$ cat src/rtl/bcd_count_ctrl.sv
// Run controller for the two-digit BCD counter: start/stop, lap counting to a
// target, and terminal-count reconfiguration deferred to the next wrap.
module bcd_count_ctrl (
  input  logic       CLK,
  input  logic       rst_n,
  input  logic       start,
  input  logic       stop,
  input  logic       cfg_valid,
  output logic       cfg_ready,
  input  logic [6:0] cfg_max,
  input  logic [3:0] lap_target,
  input  logic [6:0] count_in,
  output logic       run,
  output logic [6:0] max_count,
  output logic       wrap,
  output logic [3:0] lap_cnt,
  output logic       done,
  output logic       cfg_err
);

  typedef enum logic [1:0] {
    IDLE  = 2'd0,
    RUN   = 2'd1,
    DRAIN = 2'd2
  } state_t;

  state_t     state;
  logic [6:0] pending_max;

  logic cfg_fire;
  logic cfg_legal;
  logic term;
  logic lap_hit;
  logic finish;

  // term mirrors the counter's own wrap decision, so it uses the same registered run/max_count
  assign cfg_fire  = cfg_valid && cfg_ready;
  assign cfg_legal = (cfg_max <= 7'd99);
  assign term      = run && (count_in >= max_count);
  assign lap_hit   = (lap_target != 4'd0) && ((lap_cnt + 4'd1) == lap_target);
  assign finish    = term && lap_hit;

  always_ff @(posedge CLK) begin
    if (!rst_n) begin
      state       <= IDLE;
      run         <= 1'b0;
      max_count   <= 7'd99;
      pending_max <= 7'd0;
      cfg_ready   <= 1'b1;
      wrap        <= 1'b0;
      lap_cnt     <= 4'd0;
      done        <= 1'b0;
      cfg_err     <= 1'b0;
    end else begin
      wrap    <= 1'b0;
      done    <= 1'b0;
      cfg_err <= 1'b0;

      // Lap bookkeeping happens on every wrap, even one coinciding with stop
      if (term) begin
        wrap <= 1'b1;
        if (lap_hit) begin
          done    <= 1'b1;
          lap_cnt <= 4'd0;
        end else begin
          lap_cnt <= lap_cnt + 4'd1;
        end
      end

      case (state)
        IDLE: begin
          if (cfg_fire) begin
            if (cfg_legal) max_count <= cfg_max;
            else           cfg_err   <= 1'b1;
          end
          if (start && !stop) begin
            state   <= RUN;
            run     <= 1'b1;
            lap_cnt <= 4'd0;
          end
        end

        RUN: begin
          if (stop || finish) begin
            state <= IDLE;
            run   <= 1'b0;
            // Once idle nothing is pending, so a config landing on the done edge applies directly
            if (!stop && cfg_fire) begin
              if (cfg_legal) max_count <= cfg_max;
              else           cfg_err   <= 1'b1;
            end
          end else if (cfg_fire) begin
            if (cfg_legal) begin
              pending_max <= cfg_max;
              state       <= DRAIN;
              cfg_ready   <= 1'b0;
            end else begin
              cfg_err <= 1'b1;
            end
          end
        end

        DRAIN: begin
          if (stop) begin
            state     <= IDLE;
            run       <= 1'b0;
            cfg_ready <= 1'b1;
            cfg_err   <= 1'b1;
          end else if (term) begin
            max_count <= pending_max;
            cfg_ready <= 1'b1;
            state     <= finish ? IDLE : RUN;
            run       <= !finish;
          end
        end

        default: begin
          state     <= IDLE;
          run       <= 1'b0;
          cfg_ready <= 1'b1;
        end
      endcase
    end
  end

endmodule

$ cat config.mk
export PLATFORM = sky130hd
export DESIGN_NAME = bcd_count_ctrl
export DESIGN_NICKNAME = d
export VERILOG_FILES = /design/src/rtl/bcd_count_ctrl.sv
export SDC_FILE = /design/constraint.sdc
export NUM_CORES = 1
export LEC_CHECK = 0
export CORE_UTILIZATION = 35
export DETAILED_ROUTE_END_ITERATION = 10
export PLACE_DENSITY = 0.7
export RECOVER_POWER = 25
export SLEW_MARGIN = 25
export SYNTH_ARGS = -nofsm -noshare
export SYNTH_HDL_FRONTEND = slang
export SYNTH_SLANG_ARGS = --single-unit
$ cat constraint.sdc
create_clock -name CLK -period 4.1 [get_ports CLK]
set_input_delay 0.615 -clock CLK [delete_from_list [all_inputs] [get_ports CLK]]
set_output_delay 0.615 -clock CLK [all_outputs]
set_load 0.01 [all_outputs]
==> impl_metrics.json, run 1 <==
{
  "critical_path_class": "input port to flip-flop",
  "track_usage_pct": 15.4,
  "routed_via_density": 5.22,
  "syn_nets": 201,
  "synth_compound_area_share_pct": 18.1,
  "peakVddDrop_mv": 0.120,
  "yosysUniqueCellTypes": 35,
  "powerDensity_nw_per_um2": 293,
  "synthAdderAreaFrac_pct": 6.65,
  "syn-instance-count": 170,
  "reg2reg_from": "lap_cnt[0]",
  "synthTopCellsByArea": "dfxtp_1, mux2i_1, ha_1",
  "grt-ovfl-total": 0,
  "port_buffers": 38,
  "coreArea_um2": 4060,
  "fin_nets": 237,
  "cp.arrival_ns": 2.91,
  "drtAntennaViolNets": 0,
  "grt_start_max_net_pins": 27,
  "fmax_mhz": 362,
  "preCtsSetupSlack_ns": 1.23,
  "fin_crit_ns": 2.76,
  "cts_max_path_buffers": 2,
  "avgSynthCellArea_um2": 8.85,
  "antenna_found_initial": 0,
  "die_h_um": 67.6,
  "first_iter_violations": 39,
  "start_kind": "input port",
  "place.gp.congestion": 0.819,
  "muxShareOfSynthArea_pct": 10.9,
  "synth_warnings": 0,
  "ios": 39,
  "cts.clk_slew.worst_paths_ns": 0.09,
  "synth_seq_area_share_pct": 33.3,
  "drv_slew": 0,
  "numCtsBuffers": 3,
  "die_area_um2": 4570,
  "ctsHoldBuffers": 0,
  "tns_ns": 0,
  "cap_viol_max_count": 0,
  "clock_latency_ns": 0.27,
  "yosys.area_share.simple_pct": 21.3,
  "route.detailed.drc": 0,
  "via_count": 1330,
  "cts_resized": 0,
  "clock_sinks": 25,
  "synthToLayoutAreaGrowth_pct": 30.6,
  "setup_viol": 0,
  "hold_violations": 0,
  "fp-row-count": 23,
  "grt_pass1_wl_um": 5200,
  "multi_input_area_um2": 920,
  "n_fill_cell": 405,
  "regArea_um2": 500,
  "cts_root_buf": "clkbuf_8",
  "start_util_pct": 37.1,
  "tightest_slew_ns": 0.595,
  "finClkSkew_ns": 0.00207,
  "final_layout_size_suffix_gt1_share_pct": 8.29,
  "hold_path.class": "flip-flop to flip-flop",
  "dpl_cell_area_um2": 1930,
  "wl_per_cell_um": 12.5,
  "yosys_register_bits": 25,
  "synth_xor_area_share_pct": 4.66,
  "diodes": 0,
  "hold_path.startpoint": "pending_max[2]",
  "power.total_uw": 576,
  "grt_pass1_vias": 1148,
  "synth_area_leader_cell": "dfxtp_1",
  "dp_hpwl_um": 2440,
  "final_cell_area_um2": 1970,
  "drt_wl_total_um": 3180,
  "leakage_nw": 0.826,
  "utilization_pct": 48.4,
  "htreeDepth": 1,
  "drt_first_pass_iters": 4,
  "synth_top_area_share_pct": 33.3,
  "slew_headroom_pct": 59.8,
  "path_max_fanout": 6,
  "fin_ws_ns": 1.34,
  "status": "completed",
  "critPathCaptureType": "flip-flop",
  "crit_required_ns": 4.25,
  "grt_setup_unrepaired": "false",
  "cts_setup_buffers": 0,
  "synth_top_family_by_area": "simple AND/OR/NAND/NOR gates",
  "post-route-period-util_pct": 67.4,
  "syn_area_um2": 1510,
  "startpoint": "cfg_max[2]",
  "die_w_um": 67.6,
  "cts_tree": "yes"
}
[metal layers]
metal | global-route usage, % | up-vias | part of all wire (%)
met5 | 0 | - | 0
met4 | 7.98 | 0 | 1.9
met3 | 2.53 | 4 | 5.3
met2 | 23.8 | 46 | 42
met1 | 20.3 | 600 | 51
li1 | - | 680 | -
[registers in the layout, summed over array words and instances (netlist names)]
| name | count |
|---|---|
| cfg_err | 1 |
| cfg_ready | 1 |
| done | 1 |
| lap_cnt | 4 |
| max_count | 7 |
| pending_max | 7 |
| run | 1 |
| state | 2 |
| wrap | 1 |
[report_power, final]
part | internal (mW) | total (mW) | switching [mW]
sequential | 0.257 | 0.274 | 0.0171
combinational | 0.0803 | 0.154 | 0.0741
clock | 0.0681 | 0.148 | 0.0794
total | 0.406 | 0.576 | 0.171
[path summary, 6_finish.rpt]
| check | cells past startpoint | endpoint | slack (ns) |
|---|---|---|---|
| max reg2reg | 6 | max_count[5] | 1.88 |
| min | 2 | pending_max[2] | 0.46 |
| max | 7 | max_count[6] | 1.34 |
| min reg2reg | 2 | pending_max[2] | 0.46 |
[per-stage QoR]
step / hold slack, ns / instances
6_report: 0.461 / 255
2_1_floorplan: 0.434 / 170
4_1_cts: 0.465 / 255
3_3_place_gp: 0.441 / 251
3_5_place_dp: 0.452 / 251
5_1_grt: 0.491 / 255
[synth_stat cells]
| library cell | number |
|---|---|
| nor4_1 | 5 |
| nand2_1 | 26 |
| nor3b_4 | 1 |
| xor2_1 | 3 |
| o41ai_4 | 1 |
| o2111a_1 | 1 |
| nor2b_1 | 3 |
| a211o_1 | 3 |
| xnor2_1 | 5 |
| nand3_2 | 1 |
| or2b_1 | 1 |
| nand2b_1 | 1 |
| a32oi_1 | 4 |
| a31oi_1 | 2 |
| dfxtp_1 | 25 |
| o22ai_1 | 2 |
| a21oi_1 | 7 |
| o221a_1 | 3 |
| buf_2 | 2 |
| o21ai_0 | 3 |
| o221a_2 | 2 |
| or3_4 | 2 |
| mux2i_1 | 15 |
| o22a_2 | 1 |
| ha_1 | 8 |
| o311ai_2 | 1 |
| mux2i_2 | 1 |
| inv_1 | 11 |
| a211oi_1 | 2 |
| nand3_1 | 2 |
| clkbuf_1 | 7 |
| nor3_4 | 1 |
| nor2_4 | 1 |
| nor3_1 | 5 |
| nor2_1 | 12 |
[layout make-up]
class / count / area share, %
timing repair buffer: 40 / 20.1
inverter: 11 / 2.10
multi-input combinational: 125 / 46.8
sequential: 25 / 25.5
tap: 50 / 3.18
clock buffer: 3 / 2.10
clock inverter: 1 / 0.255
[critical path: stages]
cell and delay [ns]:
clkdlybuf4s50_1 0.45, o311ai_0 0.58, nand3_2 0.23, or3_4 0.38, o41ai_4 0.27, nor3b_4 0.30, a32oi_1 0.08
[logic make-up (layout without fill, tap and decap cells)]
| group | Yosys count | after routing |
|---|---|---|
| and+or+nand+nor | 61 | 61 |
| buffers and inverters | 20 | 55 |
| adders and majority gates | 8 | 8 |
| AOI/OAI and AO/OA | 32 | 32 |
| DFF | 25 | 25 |
| xor gates and xnor gates | 8 | 8 |
| muxes | 16 | 16 |
[cells in the final DEF (no fill, tap or decap), types with 2 or more instances in the layout]
| cell | instances |
|---|---|
| dlygate4sd3_1 | 9 |
| nor2_1 | 12 |
| or3_4 | 2 |
| a211o_1 | 3 |
| xor2_1 | 3 |
| buf_4 | 2 |
| a31oi_1 | 2 |
| clkdlybuf4s50_1 | 29 |
| clkbuf_8 | 3 |
| o22ai_1 | 2 |
| o221a_2 | 2 |
| ha_1 | 8 |
| o221a_1 | 3 |
| a21oi_1 | 7 |
| nor3_1 | 5 |
| nand2_1 | 26 |
| xnor2_1 | 5 |
| mux2i_1 | 15 |
| nor4_1 | 5 |
| nand3_1 | 2 |
| dfxtp_1 | 25 |
| inv_1 | 11 |
| a32oi_1 | 4 |
| nor2b_1 | 3 |
| a211oi_1 | 2 |
| o21ai_0 | 3 |
(Power assumes the default switching activity.)
==> inputs of run 2 (changes only) <==
clock period = 2.65 ns   (was 4.1 ns; I/O delays follow)
==> impl_metrics.json, run 2 (synthesis gave the netlist of run 1 again) <==
{
  "via_count": 1341,
  "track_usage_pct": 15.5,
  "startpoint": "count_in[0]",
  "max_stage_delay_ns": 0.46,
  "first_iter_violations": 72,
  "cts_max_path_buffers": 2,
  "wl_per_cell_um": 12.2,
  "die_h_um": 67.6,
  "drtAntennaViolNets": 0,
  "powerDensity_nw_per_um2": 446,
  "critPathCaptureType": "flip-flop",
  "route.detailed.drc": 0,
  "ctsHoldBuffers": 0,
  "antenna_found_initial": 0,
  "r2r_cells": 6,
  "largestRegisters": "max_count x7, pending_max x7, lap_cnt x4",
  "leakage_nw": 0.853,
  "die_area_um2": 4570,
  "start_util_pct": 37.1,
  "cts_resized": 0,
  "coreArea_um2": 4060,
  "htreeDepth": 1,
  "grt_pass1_wl_um": 5260,
  "grt-ovfl-total": 0,
  "final_layout_size_suffix_gt1_share_pct": 10.9,
  "path_max_fanout": 8,
  "status": "completed",
  "cts_setup_buffers": 0,
  "port_buffers": 38,
  "hold_path.startpoint": "pending_max[4]",
  "drt_wl_total_um": 3180,
  "place.gp.congestion": 0.848,
  "slowest_stage": "clkdlybuf4s50_1",
  "finClkSkew_ns": 0.00567,
  "drv_slew": 0,
  "fmax_mhz": 439,
  "final_cell_mix": "clkdlybuf4s50_1, nand2_1, dfxtp_1",
  "post-route-period-util_pct": 85.9,
  "start_kind": "input port",
  "path_cells": "clkdlybuf4s50_1 -> inv_1 -> ha_1 -> nor2b_1 -> o21ai_0 -> a21oi_1 -> buf_4 -> nor3_1 -> a211oi_1 -> a32oi_1",
  "maxUsedRoutingLayer": "met4",
  "cts.clk_slew.worst_paths_ns": 0.09,
  "fin_nets": 243,
  "wl_met3_um": 137,
  "cap_viol_max_count": 0,
  "fin_crit_ns": 2.28,
  "drt_first_pass_iters": 4,
  "clock_latency_ns": 0.27,
  "die_w_um": 67.6,
  "numCtsBuffers": 3,
  "cts_tree": "yes",
  "grt_setup_unrepaired": "false",
  "hold-path-cell-count": 2,
  "tns_ns": 0,
  "clock_sinks": 25,
  "wl_met2_um": 1330,
  "hold_violations": 0,
  "routed_via_density": 5.14,
  "final_common_cell": "clkdlybuf4s50_1",
  "synthToLayoutAreaGrowth_pct": 34.0,
  "critical_path_class": "input port to flip-flop",
  "grt_pass1_vias": 1177,
  "ios": 39,
  "wl_met1_um": 1650,
  "n_fill_cell": 383,
  "grt_start_max_net_pins": 26,
  "hold_path.class": "flip-flop to flip-flop",
  "slew_headroom_pct": 64.0,
  "utilization_pct": 49.7,
  "crit_required_ns": 2.79,
  "diodes": 0,
  "setup_viol": 0,
  "peakVddDrop_mv": 0.187,
  "cts_root_buf": "clkbuf_8",
  "fp-row-count": 23,
  "cp.arrival_ns": 2.42,
  "tightest_slew_ns": 0.540,
  "reg2reg_from": "lap_cnt[0]",
  "dp_hpwl_um": 2450
}
[run 2: area by class of cell]
cell class | count | area [um^2] | area share [%]
multi-input combinational | 125 | 927 | 46.0
sequential | 25 | 500 | 24.8
timing repair buffer | 46 | 440 | 21.8
tap | 50 | 62.6 | 3.10
clock buffer | 4 | 45.0 | 2.23
inverter | 11 | 41.3 | 2.05
[run 2: final timing paths]
check,to,slack (ns)
min reg2reg,pending_max[4],0.46
max reg2reg,max_count[6],0.48
min,pending_max[4],0.46
max,max_count[6],0.37
[run 2: routing by layer]
layer / global-route usage (%) / vias to the layer above
met2: 23.0 / 36
li1: - / 692
met3: 3.04 / 5
met1: 20.9 / 608
met5: 0 / -
met4: 7.98 / 0
[run 2: worst max-delay path: cells and delay by family]
family | cells | cell delay (ns)
AO/OA/AOI/OAI | 4 | 0.85
buffers and inverters | 3 | 0.69
adder cells (fa/ha/maj) | 1 | 0.28
AND/OR/NAND/NOR | 2 | 0.19
[run 2: metrics by stage]
step           area [um^2]  power [mW]  setup slack (ns)  cells  hold slack [ns]
2_1_floorplan         1510       0.577             0.545    170            0.434
3_3_place_gp          1970       0.684            0.0945    257            0.441
3_5_place_dp          1970       0.686            0.0479    257            0.448
4_1_cts               2020       0.914             0.342    261            0.463
5_1_grt               2020       0.956             0.143    261            0.486
6_report              2020       0.899             0.373    261            0.461
[run 2: power breakdown]
part / internal [mW] / switching (mW) / leakage (nW)
logic: 0.131 / 0.117 / 0.627
clock network: 0.108 / 0.120 / 0.0228
registers: 0.398 / 0.0255 / 0.204
total: 0.637 / 0.263 / 0.853
